[config.mk]
export PLATFORM = sky130hd
export DESIGN_NAME = debug_cmd_rx
export DESIGN_NICKNAME = d
export VERILOG_FILES = /design/src/rtl/debug_cmd_rx.sv
export SDC_FILE = /design/constraint.sdc
export NUM_CORES = 1
export LEC_CHECK = 0
export ABC_AREA = 0
export BUFFER_PORTS_ARGS = -buffer_cell sky130_fd_sc_hd__buf_4
export CAP_MARGIN = 20
export CORE_MARGIN = 3
export CORE_UTILIZATION = 50
export CTS_CLUSTER_DIAMETER = 40
export DETAILED_ROUTE_END_ITERATION = 10
export PLACE_DENSITY_LB_ADDON = 0.12
export SETUP_SLACK_MARGIN = 0.2
export SYNTH_ARGS = -nofsm -noshare
export SYNTH_HDL_FRONTEND = slang
export SYNTH_SLANG_ARGS = --single-unit
[constraint.sdc]
create_clock -name CLK -period 4.2 [get_ports CLK]
set_input_delay 0.84 -clock CLK [delete_from_list [all_inputs] [get_ports CLK]]
set_output_delay 0.84 -clock CLK [all_outputs]
set_load 0.01 [all_outputs]
[src/rtl/debug_cmd_rx.sv]
// Debug command receiver: decodes UART bytes into program-load, run/halt, step and dump actions.
// Define DEBUG_CMD_RX_CHECKSUM_EN to require a trailing XOR checksum byte after each LOAD.
module debug_cmd_rx (
   input  logic        CLK,
   input  logic        RESET,
   input  logic        I_RX_EMPTY,
   input  logic [7:0]  I_DATA_UART,
   output logic        O_RD_UART,
   output logic        O_IM_WE,
   output logic [9:0]  O_IM_ADDR,
   output logic [31:0] O_IM_DATA,
   output logic        O_CPU_EN,
   output logic        O_STEP,
   output logic        O_DUMP_REQ,
   output logic        O_LOADING,
   output logic        O_ERR
);

   typedef enum logic [2:0] {
      IDLE       = 3'd0,
      LOAD_CNT   = 3'd1,
      LOAD_DATA  = 3'd2,
      LOAD_WRITE = 3'd3,
`ifdef DEBUG_CMD_RX_CHECKSUM_EN
      LOAD_CHK   = 3'd4,
`endif
      STEP       = 3'd5,
      DUMP       = 3'd6
   } state_t;

   state_t      r_state;
   state_t      r_next;
   logic        r_cpuEn;
   logic        r_err;
   logic [8:0]  r_left;
   logic [7:0]  r_idx;
   logic [31:0] r_shift;
   logic [1:0]  r_byteCnt;
`ifdef DEBUG_CMD_RX_CHECKSUM_EN
   logic [7:0]  r_chk;
`endif
   logic        w_avail;
   logic        w_pop;

   // Gating with RESET keeps the FIFO untouched while reset is held
   assign w_avail   = RESET & ~I_RX_EMPTY;
   assign O_RD_UART = w_pop;
   assign O_IM_ADDR = {r_idx, 2'b00};
   assign O_IM_DATA = r_shift;
   assign O_CPU_EN  = r_cpuEn;
   assign O_ERR     = r_err;

   always_ff @(posedge CLK) begin
      if (!RESET) r_state <= IDLE;
      else        r_state <= r_next;
   end

   always_comb begin
      r_next     = r_state;
      w_pop      = 1'b0;
      O_IM_WE    = 1'b0;
      O_STEP     = 1'b0;
      O_DUMP_REQ = 1'b0;
      O_LOADING  = 1'b0;
      case (r_state)
         IDLE: begin
            if (w_avail) begin
               w_pop = 1'b1;
               case (I_DATA_UART)
                  8'h01:   r_next = LOAD_CNT;
                  8'h03:   if (!r_cpuEn) r_next = STEP;
                  8'h05:   r_next = DUMP;
                  default: r_next = IDLE;
               endcase
            end
         end
         LOAD_CNT: begin
            O_LOADING = 1'b1;
            if (w_avail) begin
               w_pop  = 1'b1;
               r_next = LOAD_DATA;
            end
         end
         LOAD_DATA: begin
            O_LOADING = 1'b1;
            if (w_avail) begin
               w_pop = 1'b1;
               if (r_byteCnt == 2'd3) r_next = LOAD_WRITE;
            end
         end
         LOAD_WRITE: begin
            O_LOADING = 1'b1;
            O_IM_WE   = 1'b1;
`ifdef DEBUG_CMD_RX_CHECKSUM_EN
            r_next = (r_left == 9'd1) ? LOAD_CHK : LOAD_DATA;
`else
            r_next = (r_left == 9'd1) ? IDLE : LOAD_DATA;
`endif
         end
`ifdef DEBUG_CMD_RX_CHECKSUM_EN
         LOAD_CHK: begin
            O_LOADING = 1'b1;
            if (w_avail) begin
               w_pop  = 1'b1;
               r_next = IDLE;
            end
         end
`endif
         STEP: begin
            O_STEP = 1'b1;
            r_next = DUMP;
         end
         DUMP: begin
            O_DUMP_REQ = 1'b1;
            r_next     = IDLE;
         end
         default: r_next = IDLE;
      endcase
   end

   // Word count register holds the words still to write; a count byte of 0 means 256
   always_ff @(posedge CLK) begin
      if (!RESET) begin
         r_cpuEn   <= 1'b0;
         r_err     <= 1'b0;
         r_left    <= 9'd0;
         r_idx     <= 8'd0;
         r_shift   <= 32'd0;
         r_byteCnt <= 2'd0;
`ifdef DEBUG_CMD_RX_CHECKSUM_EN
         r_chk     <= 8'd0;
`endif
      end else begin
         case (r_state)
            IDLE: begin
               if (w_pop) begin
                  case (I_DATA_UART)
                     8'h01: begin
                        r_cpuEn   <= 1'b0;
                        r_err     <= 1'b0;
                        r_idx     <= 8'd0;
                        r_byteCnt <= 2'd0;
`ifdef DEBUG_CMD_RX_CHECKSUM_EN
                        r_chk     <= 8'd0;
`endif
                     end
                     8'h02:   r_cpuEn <= 1'b1;
                     8'h04:   r_cpuEn <= 1'b0;
                     8'h03, 8'h05: ;
                     default: r_err <= 1'b1;
                  endcase
               end
            end
            LOAD_CNT: begin
               if (w_pop) r_left <= (I_DATA_UART == 8'd0) ? 9'd256 : {1'b0, I_DATA_UART};
            end
            LOAD_DATA: begin
               if (w_pop) begin
                  r_shift   <= {r_shift[23:0], I_DATA_UART};
                  r_byteCnt <= r_byteCnt + 2'd1;
`ifdef DEBUG_CMD_RX_CHECKSUM_EN
                  r_chk     <= r_chk ^ I_DATA_UART;
`endif
               end
            end
            LOAD_WRITE: begin
               r_idx  <= r_idx + 8'd1;
               r_left <= r_left - 9'd1;
            end
`ifdef DEBUG_CMD_RX_CHECKSUM_EN
            LOAD_CHK: begin
               if (w_pop && (I_DATA_UART != r_chk)) r_err <= 1'b1;
            end
`endif
            default: ;
         endcase
      end
   end

endmodule

==> impl_metrics.py <==
metrics = {
    "status": {
        "status": "finished, final reports clean",
    },
    "cells_and_area": {
        "nFillCells": 432,
        "syn_to_final_growth_pct": 19.1,
        "antenna_cells": 0,
        "finalNetCount": 384,
        "layout-drive-gt1-share": 0.232,
    },
    "clocking": {
        "cts_hold_buf": 0,
        "path_clk_slew_ps": 100,
        "htree_levels": 2,
        "clkLatencyLatePin_ps": 310,
        "cts_tree": "built",
        "clk_path_buf_depth": 2,
        "numCtsBuffers": 5,
        "cts_setup_buffers": 0,
        "cts_root_buffer": "clkbuf_8",
        "cts_resized": 0,
        "cts.sinks": 56,
    },
    "setup_path": {
        "path_max_fanout": 51,
        "cp-end-kind": "primary output",
        "path_delay_family": "buffers and inverters",
        "cpMostUsedCell": "buf_4",
        "path_cells": "buf_4, nand2b_1, a211oi_1, buf_4",
        "crit_slowest_cell": "buf_4",
        "critPathBufInv": 2,
        "start_kind": "primary input",
        "cp.arrival_ps": 1920,
        "cp.required_ps": 3360,
        "r2r_slack_ps": 2070,
        "critical_path_class": "in -> out",
        "slowest_delay_ps": 400,
    },
    "route": {
        "drc": 0,
        "drt-total-wl_um": 5950,
        "first_pass_iters": 4,
        "dr_wl_met2_um": 2670,
        "route.detailed.wl_per_inst_um": 13.6,
        "dr_total_vias": 2338,
        "top_layer": "met4",
        "ant_nets": 0,
        "drtIter0Drc": 163,
        "wl_met1_um": 2900,
        "vias_per_cell": 5.35,
        "wl_met3_um": 306,
    },
    "pwr": {
        "p_sw_frac": 0.236,
        "powerDensity_nw_per_um2": 278,
        "p_int_uw": 667,
        "p_comb_frac": 0.052,
        "clock_power_share": 0.339,
        "power.switching_uw": 206,
        "vdd_drop_max_mv": 0.179,
        "power.share.sequential": 0.609,
        "p_leak_uw": 0.00122,
    },
    "grt": {
        "first_global_vias": 1994,
        "grt_first_pass_wirelength_um": 9650,
        "grt_max_degree": 67,
        "antenna_found_initial": 0,
        "gr-total-overflow": 0,
        "track_usage": 0.196,
    },
    "sta": {
        "worst_clock_skew_ps": 4.59,
        "whs_ps": 464,
        "layout_min_cycle_time_ps": 2760,
        "slew_headroom": 0.580,
        "report.final.slew_viol_count": 0,
        "final.period_utilization": 0.656,
        "final_hold_viol_count": 0,
        "grt_setup_unrepaired": "false",
        "max_freq_ghz": 0.363,
        "finalSetupTns_ps": 0,
        "worst_pin_slew_ps": 629,
        "finalSetupViolations": 0,
    },
    "place": {
        "portBuffers": 57,
        "globalplace.congestion": 0.848,
        "hpwl_um": 4200,
    },
    "yosys": {
        "syn_avg_cell_area_um2": 8.13,
        "netlist_instances": 325,
        "synth_edf_count": 0,
        "yosys_most_used_dff": "dfxtp_1",
        "synth.distinct_cells": 57,
        "ys_ff_latch": 56,
        "syn-cell-area_um2": 2640,
        "ys_seq_area_frac": 0.424,
        "synth-async-reset-ratio": 0,
        "yosysWarningCount": 0,
    },
    "flow_run": {
        "cap_violations": 0,
    },
    "floorplan": {
        "fp.coreArea_um2": 4910,
        "die_x_um": 78.7,
        "die_h_um": 78.7,
        "core.rowCount": 25,
        "initial_utilization": 0.538,
        "ios": 60,
        "dieArea_um2": 6190,
    },
    "worst_hold_path": {
        "hold_path.class": "reg -> reg",
    },
}
path summary, 6_finish.rpt:
path	to	startpoint	depth (start not counted)
worst max-delay path	O_RD_UART	RESET	4
worst min-delay path	O_IM_DATA[31]	O_IM_DATA[31]	2
worst max register to register	r_left[5]	r_state[1]	5
worst min register to register	O_IM_DATA[31]	O_IM_DATA[31]	2
registers in the layout (all words and copies together) (netlist names):
name	cells
O_IM_DATA	32
r_left	9
r_state	3
O_ERR	1
r_idx	8
r_byteCnt	2
O_CPU_EN	1
cells in the final DEF (no fill, tap or decap), types with 3 or more instances in the layout:
master	n
ha_1	4
nand3_1	7
inv_1	9
and3_1	3
o21ai_0	38
nor2b_1	6
a31o_2	4
xnor2_1	3
nand2b_1	3
nand2_1	75
a311oi_1	3
clkbuf_8	5
a21oi_1	15
dfxtp_1	56
buf_4	58
nor4_2	3
a21boi_0	4
nor3_1	3
a22oi_1	4
nor2_1	21
worst reg2reg max path: stages, from the launching register on:
cell and delay, ps:
dfxtp_1 740, nand3b_4 280, nor4_2 480, o22ai_1 180, a222oi_1 260, nor2b_1 90
power groups by stage:
stage / combinational (uW) / sequential, uW / clock, uW
floorplan: 26.5 / 545 / 0
global placement: 45.0 / 544 / 0
detailed placement: 45.0 / 544 / 0
CTS: 44.9 / 532 / 305
global route: 49.2 / 533 / 331
finish: 45.1 / 532 / 296
area by class of cell:
class	count	area, um2	share of cell area
multi-input combinational	238	1380	0.439
sequential	56	1120	0.356
timing repair buffer	58	435	0.138
tap	67	83.8	0.0266
clock buffer	6	72.6	0.0231
inverter	10	37.5	0.0119
clock inverter	2	16.3	0.00517
synthesized netlist by cell type, types with 2 or more instances:
master,count,share of area
nor2b_1,6,0.014
clkbuf_1,9,0.013
ha_1,4,0.019
and3_1,3,0.0071
nor4_2,2,0.0095
nor3_1,3,0.0057
nor4_1,2,0.0047
inv_1,9,0.013
a21oi_1,15,0.028
dfxtp_1,56,0.42
o21ai_0,38,0.072
a31o_2,4,0.013
nand2_1,75,0.11
nand3_1,7,0.013
nand2b_1,3,0.0071
and2_4,2,0.0066
buf_4,3,0.0085
nand4_1,2,0.0047
nor2_1,21,0.030
a31oi_1,2,0.0047
buf_2,9,0.017
a211oi_1,2,0.0057
xnor2_1,3,0.0099
nor4b_2,2,0.011
a41oi_1,2,0.0066
a22oi_1,4,0.011
a311oi_1,3,0.0099
a21boi_0,4,0.011
a41o_1,2,0.0076
layer usage:
| layer | GRT usage | up-vias |
|---|---|---|
| met5 | 0 | - |
| met4 | 0.0664 | 0 |
| met3 | 0.0413 | 5 |
| met2 | 0.305 | 49 |
| met1 | 0.268 | 1068 |
| li1 | - | 1216 |
logic make-up after synthesis:
kind of cell | Yosys count | synth area share
other | 1 | 0.00142
xor gates and xnor gates | 4 | 0.0133
AOI/OAI and AO/OA | 89 | 0.215
and+or+nand+nor | 139 | 0.270
DFF | 56 | 0.424
buffers and inverters | 32 | 0.0568
adders and majority gates | 4 | 0.0189
through the flow:
step	cell area [um2]	setup WS [ps]	power, uW	instances	util
after global routing	3150	1280	913	437	0.641
after floorplan	2650	1960	571	326	-
after global placement	3060	1420	589	429	0.623
final	3150	1440	873	437	0.641
after CTS	3150	1430	882	437	0.641
after detailed placement	3060	1420	589	429	0.623
No activity file was read; power rests on OpenSTA's default activity.
